File: src/rtl/qspi_mem_target_if.sv
// rtl/qspi_mem_target_if.sv - SPI pin bundle between a quad-SPI master and qspi_mem_target
interface qspi_mem_target_if;
   logic       spi_clk_in;
   logic       spi_select_n;
   logic [3:0] spi_data_in;
   logic [3:0] spi_data_out;
   logic [3:0] spi_data_oe;
   logic       active;
   logic       cmd_error;

   modport master (
      output spi_clk_in, spi_select_n, spi_data_in,
      input  spi_data_out, spi_data_oe, active, cmd_error
   );

   modport slave (
      input  spi_clk_in, spi_select_n, spi_data_in,
      output spi_data_out, spi_data_oe, active, cmd_error
   );
endinterface

File: src/rtl/qspi_mem_target.sv
// rtl/qspi_mem_target.sv - quad-SPI RAM target serving 0x38 quad-write and 0xEB quad-read
module qspi_mem_target #(
   parameter int DATA_BUS_WIDTH = 8,
   parameter int MEM_ADDR_WIDTH = 6,
   parameter int DUMMY_CYCLES   = 4
) (
   input logic              clock,
   input logic              reset,
   qspi_mem_target_if.slave bus
);
   localparam int AW    = MEM_ADDR_WIDTH;
   localparam int DEPTH = 2 ** AW;
   localparam int SH    = (AW > 8) ? AW : 8;
   localparam logic [7:0]    DUMMY_LAST = 8'(DUMMY_CYCLES);
   localparam logic [AW-1:0] PTR_ONE    = AW'(1);

   typedef enum logic [2:0] {
      ST_IDLE, ST_CMD, ST_ADDR, ST_DUMMY, ST_READ, ST_WRITE, ST_IGNORE
   } state_t;

   state_t                    state_q;
   logic                      clk_s1_q, clk_s2_q, clk_p_q;
   logic                      sel_s1_q, sel_s2_q, sel_p_q;
   logic [3:0]                data_s1_q, data_s2_q;
   logic [7:0]                cnt_q;
   logic                      is_read_q;
   logic                      half_q;
   logic [3:0]                hi_q;
   logic [SH-1:0]             shift_q;
   logic [AW-1:0]             ptr_q;
   logic [3:0]                dout_q;
   logic [3:0]                oe_q;
   logic                      active_q;
   logic                      cmd_error_q;
   logic [DATA_BUS_WIDTH-1:0] mem_q [0:DEPTH-1];

   logic                      clk_rise, clk_fall;
   logic [SH-1:0]             sh_d;
   logic [DATA_BUS_WIDTH-1:0] rd_byte;

   assign clk_rise = clk_s2_q & ~clk_p_q;
   assign clk_fall = ~clk_s2_q & clk_p_q;
   assign sh_d     = {shift_q[SH-5:0], data_s2_q};
   assign rd_byte  = mem_q[ptr_q];

   // Select chain resets low so a select already held low at release never looks like a fresh assertion.
   always_ff @(posedge clock) begin
      if (!reset) begin
         state_q     <= ST_IDLE;
         clk_s1_q    <= 1'b0;
         clk_s2_q    <= 1'b0;
         clk_p_q     <= 1'b0;
         sel_s1_q    <= 1'b0;
         sel_s2_q    <= 1'b0;
         sel_p_q     <= 1'b0;
         data_s1_q   <= 4'h0;
         data_s2_q   <= 4'h0;
         cnt_q       <= 8'd0;
         is_read_q   <= 1'b0;
         half_q      <= 1'b0;
         hi_q        <= 4'h0;
         shift_q     <= '0;
         ptr_q       <= '0;
         dout_q      <= 4'h0;
         oe_q        <= 4'h0;
         active_q    <= 1'b0;
         cmd_error_q <= 1'b0;
         for (int i = 0; i < DEPTH; i++) mem_q[i] <= '0;
      end else begin
         clk_s1_q  <= bus.spi_clk_in;
         clk_s2_q  <= clk_s1_q;
         clk_p_q   <= clk_s2_q;
         sel_s1_q  <= bus.spi_select_n;
         sel_s2_q  <= sel_s1_q;
         sel_p_q   <= sel_s2_q;
         data_s1_q <= bus.spi_data_in;
         data_s2_q <= data_s1_q;

         if (sel_s2_q) begin
            state_q  <= ST_IDLE;
            oe_q     <= 4'h0;
            dout_q   <= 4'h0;
            active_q <= 1'b0;
            half_q   <= 1'b0;
         end else begin
            case (state_q)
               ST_IDLE: begin
                  if (sel_p_q) begin
                     state_q  <= ST_CMD;
                     cnt_q    <= 8'd0;
                     active_q <= 1'b1;
                  end
               end
               ST_CMD: begin
                  if (clk_rise) begin
                     shift_q <= sh_d;
                     if (cnt_q == 8'd1) begin
                        cnt_q <= 8'd0;
                        if (sh_d[7:0] == 8'h38) begin
                           is_read_q <= 1'b0;
                           state_q   <= ST_ADDR;
                        end else if (sh_d[7:0] == 8'hEB) begin
                           is_read_q <= 1'b1;
                           state_q   <= ST_ADDR;
                        end else begin
                           state_q     <= ST_IGNORE;
                           cmd_error_q <= 1'b1;
                        end
                     end else begin
                        cnt_q <= cnt_q + 8'd1;
                     end
                  end
               end
               ST_ADDR: begin
                  if (clk_rise) begin
                     shift_q <= sh_d;
                     if (cnt_q == 8'd5) begin
                        ptr_q   <= sh_d[AW-1:0];
                        cnt_q   <= 8'd0;
                        half_q  <= 1'b0;
                        state_q <= is_read_q ? ST_DUMMY : ST_WRITE;
                     end else begin
                        cnt_q <= cnt_q + 8'd1;
                     end
                  end
               end
               ST_DUMMY: begin
                  // The fall that trails the final address rise arrives here with cnt_q==0 and is ignored.
                  if (clk_rise) begin
                     cnt_q <= cnt_q + 8'd1;
                  end else if (clk_fall && cnt_q == DUMMY_LAST) begin
                     state_q <= ST_READ;
                     oe_q    <= 4'hF;
                     dout_q  <= rd_byte[7:4];
                     half_q  <= 1'b1;
                  end
               end
               ST_READ: begin
                  if (clk_fall) begin
                     if (half_q) begin
                        dout_q <= rd_byte[3:0];
                        ptr_q  <= ptr_q + PTR_ONE;
                        half_q <= 1'b0;
                     end else begin
                        dout_q <= rd_byte[7:4];
                        half_q <= 1'b1;
                     end
                  end
               end
               ST_WRITE: begin
                  if (clk_rise) begin
                     if (!half_q) begin
                        hi_q   <= data_s2_q;
                        half_q <= 1'b1;
                     end else begin
                        mem_q[ptr_q] <= {hi_q, data_s2_q};
                        ptr_q        <= ptr_q + PTR_ONE;
                        half_q       <= 1'b0;
                     end
                  end
               end
               default: ;
            endcase
         end
      end
   end

   assign bus.spi_data_out = dout_q;
   assign bus.spi_data_oe  = oe_q;
   assign bus.active       = active_q;
   assign bus.cmd_error    = cmd_error_q;
endmodule
File: src/flat_wrapper.sv
// flat-port wrapper written by rule: the top's interface ports become plain ports
module qspi_mem_target_flat 
#(
   parameter int DATA_BUS_WIDTH = 8,
   parameter int MEM_ADDR_WIDTH = 6,
   parameter int DUMMY_CYCLES   = 4
)
  (clock, reset, bus_spi_clk_in, bus_spi_select_n, bus_spi_data_in, bus_spi_data_out, bus_spi_data_oe, bus_active, bus_cmd_error);
  qspi_mem_target_if bus_i ();
  input logic clock;
  input logic reset;
  input wire logic [$bits(bus_i.spi_clk_in)-1:0] bus_spi_clk_in;
  input wire logic [$bits(bus_i.spi_select_n)-1:0] bus_spi_select_n;
  input wire logic [$bits(bus_i.spi_data_in)-1:0] bus_spi_data_in;
  output wire logic [$bits(bus_i.spi_data_out)-1:0] bus_spi_data_out;
  output wire logic [$bits(bus_i.spi_data_oe)-1:0] bus_spi_data_oe;
  output wire logic [$bits(bus_i.active)-1:0] bus_active;
  output wire logic [$bits(bus_i.cmd_error)-1:0] bus_cmd_error;
  assign bus_i.spi_clk_in = bus_spi_clk_in;
  assign bus_i.spi_select_n = bus_spi_select_n;
  assign bus_i.spi_data_in = bus_spi_data_in;
  assign bus_spi_data_out = bus_i.spi_data_out;
  assign bus_spi_data_oe = bus_i.spi_data_oe;
  assign bus_active = bus_i.active;
  assign bus_cmd_error = bus_i.cmd_error;
  qspi_mem_target #(.DATA_BUS_WIDTH(DATA_BUS_WIDTH), .MEM_ADDR_WIDTH(MEM_ADDR_WIDTH), .DUMMY_CYCLES(DUMMY_CYCLES)) u_core (.clock(clock), .reset(reset), .bus(bus_i));
endmodule
File: config.mk
export PLATFORM = sky130hd
export DESIGN_NAME = qspi_mem_target_flat
export DESIGN_NICKNAME = d
export VERILOG_FILES = /design/src/rtl/qspi_mem_target_if.sv /design/src/rtl/qspi_mem_target.sv /design/src/flat_wrapper.sv
export SDC_FILE = /design/constraint.sdc
export NUM_CORES = 1
export LEC_CHECK = 0
export CAP_MARGIN = 20
export CORE_ASPECT_RATIO = 0.9
export CORE_UTILIZATION = 60
export DETAILED_ROUTE_END_ITERATION = 6
export PLACE_DENSITY = 0.75
export SLEW_MARGIN = 15
export SYNTH_ARGS = -nofsm -noshare
export SYNTH_HDL_FRONTEND = slang
export SYNTH_SLANG_ARGS = --single-unit
File: constraint.sdc
create_clock -name clock -period 3.9 [get_ports clock]
set_input_delay 0.78 -clock clock [delete_from_list [all_inputs] [get_ports clock]]
set_output_delay 0.78 -clock clock [all_outputs]
set_load 0.05 [all_outputs]
==> out/results.txt, run 1 <==
Cell variety after synth: 64
Cell leakage power: 10.13 nW
Fin crit share: 0.8248
Final min period: 3.217 ns
Core footprint: 0.04288 mm2
Setup repair bufs after CTS: 0
Global-route wire length before repair: 96.09 mm
GP Congestion: 0.9153
Global route overflow: 0
Fmax: 0.3109 GHz
Global Route met2 Usage: 0.4630
DP Wirelength: 41.13 mm
EDFF count, synth: 512
Largest stage delay, worst path: 0.79 ns
Nature of the critical path startpoint: flop
Drt total wl: 63.31 mm
Worst vdd ir: 0.3726 mV
Worst path bufs/invs: 2
Mean Syn Cell Area: 14.06 um2
DRC: 0
PwrDens: 444.9 mW/mm2
DIE WIDTH: 221.8 um
Primary FF master, synth: edfxtp_1
Slowest CP cell: dfxtp_4
Site Rows: 72
Initial antenna violation count: 1
Hold_buf cts: 0
Pin count of the biggest net entering global routing: 62
Seq cells post-synth: 566
CTS Buf Count: 56
Die H: 199.8 um
Port Buffers: 17
Sum Neg Setup Slack: 0 ns
Post-layout nets: 1898
Vias in the first global route: 15375
Most frequent cells in the layout: 530 x and2_1, 512 x edfxtp_1, 120 x mux4_2
Placed cells: 2383
Ports: 18
Final ANT Viol Nets: 0
Total Power: 12.93 mW
Crit-path cells: buf_4 -> buf_4 -> mux4_2 -> nand3_1 -> nand3_1 -> a2111oi_0 -> nor4_1
DP Area: 0.02713 mm2
Final std cells w/o fill: 2486
HP Class: reg -> reg
Synth Instances: 1855
Commonest non-fill, non-tap cell in the layout: and2_1
Unrepaired setup endpoints after global routing: false
Synth warn: 0
Final Cell Area: 0.02906 mm2
Clock root buffer: clkbuf_16
Worst Setup Path Type: reg -> reg
P&R area growth vs syn: 11.44%
Longest Clk Path Bufs: 3
Initial Utilization: 0.6082
CTS tree: yes
Fin Hold WS: 0.4414 ns
Final-report hold violation count: 0
Slew margin rel.: 0.3675
Largest delay contributor family on the critical path: flip-flops
Cts repair resizes: 0
Setup-failing EPs final: 0
Avg WL per Cell: 25.47 um
Worst Path Arrival: 3.68 ns
Crit. End Element: flop
Detailed-route via count: 15639
Via/cell ratio: 6.291
TritonRoute pass-1 iters: 5
CTS clock-pin slew for the worst setup and hold paths: 0.06 ns
Met1 Use GR: 0.4213
Number of H-tree levels: 2
ANT cells: 0
Syn nets: 1867
Clock skew: 0.02073 ns
DR iter-0 viols: 1830
Clk_lat worst skew: 0.62 ns
Die area: 0.04431 mm2
Register area share after synthesis: 0.6310
Synth async-reset ratio: 0
Overall Global Routing Usage: 0.2944
Worst Tran Pin Value: 0.9488 ns
Crit Path Max Fanout: 33
Post-Synthesis Cell Area: 0.02608 mm2
Req. time, crit path: 4.37 ns
# clock sinks: 566
Status: finished, final reports clean
Max cap viols: 0
Met3 Use GR: 0.05079
Global route hottest layer: met2
Share of layout cells above drive strength 1: 0.1688
Max Slew Vio Count: 0
metal layers:
metal,share of wire,up-vias
li1,-,6870
met1,0.41,7818
met2,0.47,845
met3,0.097,106
met4,0.029,0
met5,0,-
kinds of logic (layout without fill, tap and decap cells):
logic type                 Yosys count  after routing  share of synthesized area
AOI/OAI and AO/OA                  179            179                    0.04323
adders and majority gates            4              4                   0.001919
and+or+nand+nor                    774            774                     0.1734
xor gates and xnor gates             8              8                   0.002687
muxes                              170            170                     0.1228
buffers and inverters              154            230                    0.02495
DFF                                566            566                     0.6310
power breakdown:
part	internal (mW)	switching (mW)	total, mW
Clock	3.41	2.29	5.70
Sequential	6.78	0.0822	6.86
Combinational	0.143	0.233	0.376
cell type report:
type | instances | area (um2)
inverters | 13 | 48.80
repair buffers | 114 | 943.4
well taps | 555 | 694.4
clock inverters | 30 | 402.9
fillers | 2927 | 13820
multi-input cells | 1135 | 8974
flip-flops and latches | 566 | 16470
clock buffers | 73 | 1526
Yosys cell counts, drive strengths merged, types with 5 or more instances:
cell type	n	area, um2
mux4	120	2703
inv	12	45.04
nor2	97	364.1
or2	5	31.28
mux2i	50	500.5
buf	33	196.4
and2	530	3316
a2111oi	5	43.79
nor3	12	60.06
a21oi	27	135.1
nand3	24	120.1
dfxtp	54	1081
nand2b	9	56.30
nand4	7	43.79
a31oi	5	31.28
nor2b	26	162.7
nand2	36	137.6
a22oi	19	142.6
a221oi	7	61.31
a211oi	10	75.07
nor4	9	62.56
clkbuf	108	405.4
o21ai	76	380.4
edfxtp	512	15370
xor2	5	43.79
registers in the layout, indices dropped and copies added (netlist names), named ones only:
register	flops
u_core.bus.active	1
u_core.bus.cmd_error	1
u_core.bus.spi_data_oe	1
u_core.bus.spi_data_out	4
u_core.clk_p_q	1
u_core.clk_s1_q	1
u_core.clk_s2_q	1
u_core.cnt_q	8
u_core.data_s1_q	4
u_core.data_s2_q	4
u_core.half_q	1
u_core.hi_q	4
u_core.is_read_q	1
u_core.mem_q	512
u_core.ptr_q	6
u_core.sel_p_q	1
u_core.sel_s1_q	1
u_core.sel_s2_q	1
u_core.shift_q	4
u_core.state_q	3
worst paths after layout:
check | startpoint | to | slack (ns) | depth (start not counted)
min reg2reg | u_core.data_s1_q[0] | u_core.data_s2_q[0] | 0.44 | 1
min | u_core.data_s1_q[0] | u_core.data_s2_q[0] | 0.44 | 1
max reg2reg | flop | u_core.bus.spi_data_out[0] | 0.68 | 7
max | flop | u_core.bus.spi_data_out[0] | 0.68 | 7
stage by stage:
step           setup WS (ns)    util
2_1_floorplan          1.200       -
3_3_place_gp          0.7965  0.6328
3_5_place_dp          0.7090  0.6328
4_1_cts               0.7057  0.6778
5_1_grt               0.4910  0.6778
6_report              0.6833  0.6778
Note: power is estimated with default switching activity, not from simulation.
==> run 2: changes to the inputs <==
==> constraint.sdc (replaced) <==
create_clock -name clock -period 3.3 [get_ports clock]
set_input_delay 0.66 -clock clock [delete_from_list [all_inputs] [get_ports clock]]
set_output_delay 0.66 -clock clock [all_outputs]
set_load 0.05 [all_outputs]
==> run 2 against run 1 <==
Net effect: clock power is 14% higher; die area stayed put; final cell count is 0.93% higher; worst setup slack worse by 0.36 ns; via count is 0.61% higher; critical path depth is 1 lower; worst hold slack worse by 0.0073 ns; sequential power is 18% higher; core utilization is 0.23 points higher; critical endpoint unchanged; largest cell class unchanged.
==> out/results.txt, run 2 (synthesized netlist as in run 1, its figures left out) <==
Status: finished, final reports clean
Core footprint: 0.04288 mm2 (unchanged)
Initial antenna violation count: 0 (-1)
Worst path bufs/invs: 1 (-1)
Commonest non-fill, non-tap cell in the layout: and2_1
Fmax: 0.3361 GHz (+8.1%)
Fin Hold WS: 0.4342 ns (-0.007256 ns)
CTS tree: yes
Overall Global Routing Usage: 0.2977 (+0.003288)
Slowest CP cell: dfxtp_4
Biggest regs: u_core.mem_q (512), u_core.cnt_q (8), u_core.ptr_q (6)
TritonRoute pass-1 iters: 6 (+1)
CTS Buf Count: 56 (unchanged)
Clock skew: 0.02416 ns (+0.003432 ns)
Port Buffers: 17 (unchanged)
Req. time, crit path: 3.77 ns (-0.60 ns)
Pin count of the biggest net entering global routing: 97 (+56%)
Crit. End Element: flop
Worst vdd ir: 0.4612 mV (+24%)
PwrDens: 516.2 mW/mm2 (+16%)
Final-report hold violation count: 0 (unchanged)
Worst Setup Path Type: reg -> reg
DRC: 0 (unchanged)
Cts repair resizes: 0 (unchanged)
Most frequent cells in the layout: 530 x and2_1, 512 x edfxtp_1, 120 x mux4_2
Max Slew Vio Count: 0 (unchanged)
P&R area growth vs syn: 11.82%
Hold path cells: 1 (unchanged)
Via/cell ratio: 6.271 (-0.31%)
CTS clock-pin slew for the worst setup and hold paths: 0.07 ns (about the same)
Largest stage delay, worst path: 0.77 ns (-0.02 ns)
Fin crit share: 0.9016 (+0.07684)
Longest Clk Path Bufs: 3 (unchanged)
Worst Tran Pin Value: 1.044 ns (+0.09498 ns)
Share of layout cells above drive strength 1: 0.1750 (+0.006201)
FF-to-FF End: u_core.bus.spi_data_out[0]
Worst Path Arrival: 3.44 ns (-0.24 ns)
Die area: 0.04431 mm2 (unchanged)
Final min period: 2.975 ns (-0.2413 ns)
ANT cells: 0 (unchanged)
Setup repair bufs after CTS: 0 (unchanged)
# clock sinks: 566 (unchanged)
GP Congestion: 0.9051 (-1.1%)
Largest register FFs: 512 (unchanged)
R2R setup slack: 0.32 ns (-0.36 ns)
Reg2reg path depth: 6 (-1)
DR iter-0 viols: 1968 (+7.5%)
Global route overflow: 0 (unchanged)
DP Wirelength: 41.55 mm (+1.0%)
Crit Path Max Fanout: 26 (-21%)
Post-layout nets: 1922 (+1.3%)
Vias in the first global route: 15666 (+1.9%)
DIE WIDTH: 221.8 um (unchanged)
Critical path endpoint: u_core.bus.spi_data_out[0]
Final ANT Viol Nets: 0 (unchanged)
Detailed-route via count: 15735 (+0.61%)
Number of H-tree levels: 2 (unchanged)
HP Class: reg -> reg
Setup-failing EPs final: 0 (unchanged)
WP depth: 6 (-1)
Nature of the critical path startpoint: flop
Cell leakage power: 10.20 nW (+0.63%)
Largest delay contributor family on the critical path: multiplexers
Ports: 18 (unchanged)
Unrepaired setup endpoints after global routing: false
Avg WL per Cell: 25.72 um (+0.98%)
Reg with most FFs: u_core.mem_q
Sum Neg Setup Slack: 0 ns (unchanged)
Initial Utilization: 0.6082 (unchanged)
Drt total wl: 64.52 mm (+1.9%)
Max cap viols: 0 (unchanged)
Clock root buffer: clkbuf_16
Slew margin rel.: 0.2968 (-0.07067)
Site Rows: 72 (unchanged)
Die H: 199.8 um (unchanged)
Global-route wire length before repair: 96.75 mm (+0.69%)
Crit-path cells: buf_4 -> mux4_2 -> mux2i_1 -> nor3_1 -> a2111oi_0 -> nor4_1
Clk_lat worst skew: 0.62 ns (about the same)
Hold_buf cts: 0 (unchanged)
==> run 2: cell types whose count changed in the layout (fill, tap and decap cells not counted) <==
cell,before,now
clkinvlp_4,0,3
inv_6,2,0
clkbuf_2,0,1
clkinv_2,13,7
buf_2,1,4
clkinvlp_2,1,0
bufinv_16,10,7
buf_12,4,5
clkinv_1,5,12
o21ai_0,75,73
clkinv_4,0,1
o21ai_1,1,3
buf_4,93,112
==> run 2: worst min-delay path by stage <==
stage	start	endpoint
finish	u_core.data_s1_q[3]	u_core.data_s2_q[3]
global route	u_core.sel_s1_q	u_core.sel_s2_q
CTS	u_core.data_s1_q[2]	u_core.data_s2_q[2]
detailed placement	u_core.data_s1_q[3]	u_core.data_s2_q[3]
global placement	u_core.sel_s1_q	u_core.sel_s2_q
floorplan	u_core.clk_s1_q	u_core.clk_s2_q
==> run 2: per-layer routing <==
metal  GRT usage  share of wire  wire length (um)
met2      0.4649           0.46             29550
met1      0.4025           0.39             25350
met4      0.1150          0.035              2238
met3     0.08241           0.11              7382
met5           0              0                 0
==> run 2: where the power goes <==
part / internal (mW) / switching, mW / leakage [nW]
logic: 0.173 / 0.295 / 3.58
clock network: 3.79 / 2.71 / 0.893
registers: 8.01 / 0.0818 / 5.73
==> run 2: final cells by class <==
| class | instances | area, um2 |
|---|---|---|
| flip-flops and latches | 566 | 16470 |
| clock inverters | 29 | 317.8 |
| multi-input cells | 1135 | 8974 |
| clock buffers | 73 | 1526 |
| fillers | 2960 | 13720 |
| well taps | 555 | 694.4 |
| repair buffers | 138 | 1126 |
| inverters | 13 | 48.80 |
==> run 2: metrics by stage <==
step	power [mW]	setup slack (ns)	area, um2	std cells	util
global placement	8.676	0.2964	27290	2402	0.6364
floorplan	8.465	0.7196	26080	1855	-
finish	15.05	0.3246	29160	2509	0.6801
detailed placement	8.699	0.2424	27290	2402	0.6364
CTS	15.09	0.2621	29130	2504	0.6794
global route	15.41	0.1378	29160	2509	0.6801
==> run 3: changes to the inputs <==
--- a/config.mk
+++ b/config.mk
@@ -10,6 +10,7 @@
 export CORE_UTILIZATION = 60
 export DETAILED_ROUTE_END_ITERATION = 6
 export PLACE_DENSITY = 0.75
+export REMOVE_ABC_BUFFERS = 1
 export SLEW_MARGIN = 15
 export SYNTH_ARGS = -nofsm -noshare
 export SYNTH_HDL_FRONTEND = slang
==> run 3 against run 2 <==
Net effect: routed wire length down 1.4%; non-clock buffer count down 9; clock power down 9.7%; worst setup slack better by 0.14 ns; sequential share of layout area up 0.46 points; clock-buffer cell count down 2; global-route usage down 0.28 points; via count down 1.3%; worst hold slack worse by 0.0078 ns; total power down 4.2%; cell area down 0.82%; sequential power about the same; highest routed layer unchanged.
==> out/results.txt, run 3 (synthesized netlist as in run 1, its figures left out) <==
Slowest CP cell: a221oi_1
Drt total wl: 63.64 mm (-1.4%)
Commonest non-fill, non-tap cell in the layout: and2_1
Highest metal used: met4
Clock root buffer: clkbuf_16
Fin crit share: 0.8605 (-0.04114)
CTS Buf Count: 55 (-1.8%)
Ports: 18 (unchanged)
Worst path bufs/invs: 1 (unchanged)
Core footprint: 0.04288 mm2 (unchanged)
Global route overflow: 0 (unchanged)
Final min period: 2.840 ns (-0.1358 ns)
Fin Hold WS: 0.4263 ns (-0.007834 ns)
Max Slew Vio Count: 0 (unchanged)
Final std cells w/o fill: 2499 (-0.40%)
Worst vdd ir: 0.4289 mV (-7.0%)
Initial Utilization: 0.6082 (unchanged)
Detailed-route via count: 15536 (-1.3%)
PwrDens: 498.7 mW/mm2 (-3.4%)
Cell leakage power: 10.08 nW (-1.2%)
Worst Setup Path Type: reg -> reg
Number of H-tree levels: 2 (unchanged)
Fmax: 0.3522 GHz (+4.8%)
Reg with most FFs: u_core.mem_q
# clock sinks: 566 (unchanged)
Site Rows: 72 (unchanged)
P&R area growth vs syn: 10.90%
Placed cells: 2397 (-0.21%)
Avg WL per Cell: 25.47 um (-0.97%)
Clock skew: 0.01635 ns (-0.007813 ns)
Slew margin rel.: 0.3017 (+0.004918)
Share of layout cells above drive strength 1: 0.1673 (-0.007758)
Die H: 199.8 um (unchanged)
WL met3: 6.030 mm (-18%)
DP Area: 0.02728 mm2 (about the same)
Largest register FFs: 512 (unchanged)
Status: finished, final reports clean
Most frequent cells in the layout: 530 x and2_1, 512 x edfxtp_1, 120 x mux4_2
Max cap viols: 0 (unchanged)
HP Class: reg -> reg
DIE WIDTH: 221.8 um (unchanged)
Biggest regs: u_core.mem_q (512), u_core.cnt_q (8), u_core.ptr_q (6)
Clk_lat worst skew: 0.61 ns (about the same)
Global-route wire length before repair: 95.80 mm (-0.98%)
Vias in the first global route: 15349 (-2.0%)
Largest stage delay, worst path: 0.67 ns (-0.10 ns)
CTS clock-pin slew for the worst setup and hold paths: 0.07 ns (about the same)
Final ANT Viol Nets: 0 (unchanged)
Crit. End Element: flop
Final-report hold violation count: 0 (unchanged)
Nature of the critical path startpoint: flop
Crit Path Max Fanout: 27 (+3.8%)
Initial antenna violation count: 2 (+2)
Via/cell ratio: 6.217 (-0.87%)
CTS tree: yes
Overall Global Routing Usage: 0.2949 (-0.002760)
Final Cell Area: 0.02892 mm2 (-0.82%)
Hold_buf cts: 0 (unchanged)
Post-layout nets: 1912 (-0.52%)
Sum Neg Setup Slack: 0 ns (unchanged)
Pin count of the biggest net entering global routing: 97 (unchanged)
Die area: 0.04431 mm2 (unchanged)
Worst Path Arrival: 3.31 ns (-0.13 ns)
DP Wirelength: 41.69 mm (+0.33%)
Longest Clk Path Bufs: 3 (unchanged)
GP Congestion: 0.9380 (+3.6%)
Largest delay contributor family on the critical path: compound AO/OA/AOI/OAI gates
DRC: 0 (unchanged)
Port Buffers: 17 (unchanged)
Worst Tran Pin Value: 1.037 ns (-0.007300 ns)
Cts repair resizes: 0 (unchanged)
Setup repair bufs after CTS: 0 (unchanged)
TritonRoute pass-1 iters: 5 (-1)
Setup-failing EPs final: 0 (unchanged)
Crit-path cells: buf_12 -> mux4_2 -> a22o_1 -> a221oi_1 -> o22ai_1 -> nor3_1 -> nor4_1
Req. time, crit path: 3.77 ns (about the same)
DR iter-0 viols: 1898 (-3.6%)
Met2 wire length: 30.14 mm (+2.0%)
Unrepaired setup endpoints after global routing: false
Metal-1 WL: 25.16 mm (-0.75%)
-- run 3: cell count changes in the layout (fill, tap and decap cells not counted), moves of 2 or more --
cell        before  now
clkinv_1        12   17
bufinv_16        7    1
buf_2            4    2
clkbuf_8         4    1
clkinvlp_4       3    0
clkinv_2         7   12
buf_4          112  104
buf_12           5    7
-- run 3: per-stage QoR --
stage	worst slack [ns]	power (mW)	utilization
CTS	0.5001	14.48	0.6743
detailed placement	0.2468	8.697	0.6361
finish	0.4603	14.42	0.6745
global route	0.3205	14.81	0.6745
global placement	0.3323	8.676	0.6361
floorplan	-3.243	8.445	-
-- run 3: per-layer routing --
layer	vias to the layer above	global-route usage
met5	-	0
met4	0	0.1062
met3	146	0.06587
met2	730	0.4761
met1	7765	0.3994
li1	6895	-
-- run 3: worst paths after layout --
kind	from	to	slack, ns	depth (start not counted)
hold reg to reg	u_core.sel_s1_q	u_core.sel_s2_q	0.43	1
setup reg to reg	flop	u_core.bus.spi_data_out[0]	0.46	7
setup / recovery	flop	u_core.bus.spi_data_out[0]	0.46	7
hold / removal	u_core.sel_s1_q	u_core.sel_s2_q	0.43	1
-- run 3: power by group --
group | internal [mW] | switching, mW
logic | 0.173 | 0.277
clock network | 3.23 | 2.64
registers | 8.01 | 0.0948
-- run 3: cell type report --
type	instances	area, um2
Clock buffer	71	1489
Sequential cell	566	16470
Timing Repair Buffer	129	1091
Inverter	13	48.80
Multi-Input combinational cell	1135	8974
Clock inverter	29	150.1
Antenna cell	1	2.502
Tap cell	555	694.4
Fill cell	2935	13960
-- run 3: worst reg2reg max path, stage by stage (launching register included) --
cell and delay (ns):
dfxtp_4 0.51, buf_12 0.28, mux4_2 0.60, a22o_1 0.22
a221oi_1 0.67, o22ai_1 0.15, nor3_1 0.21, nor4_1 0.08
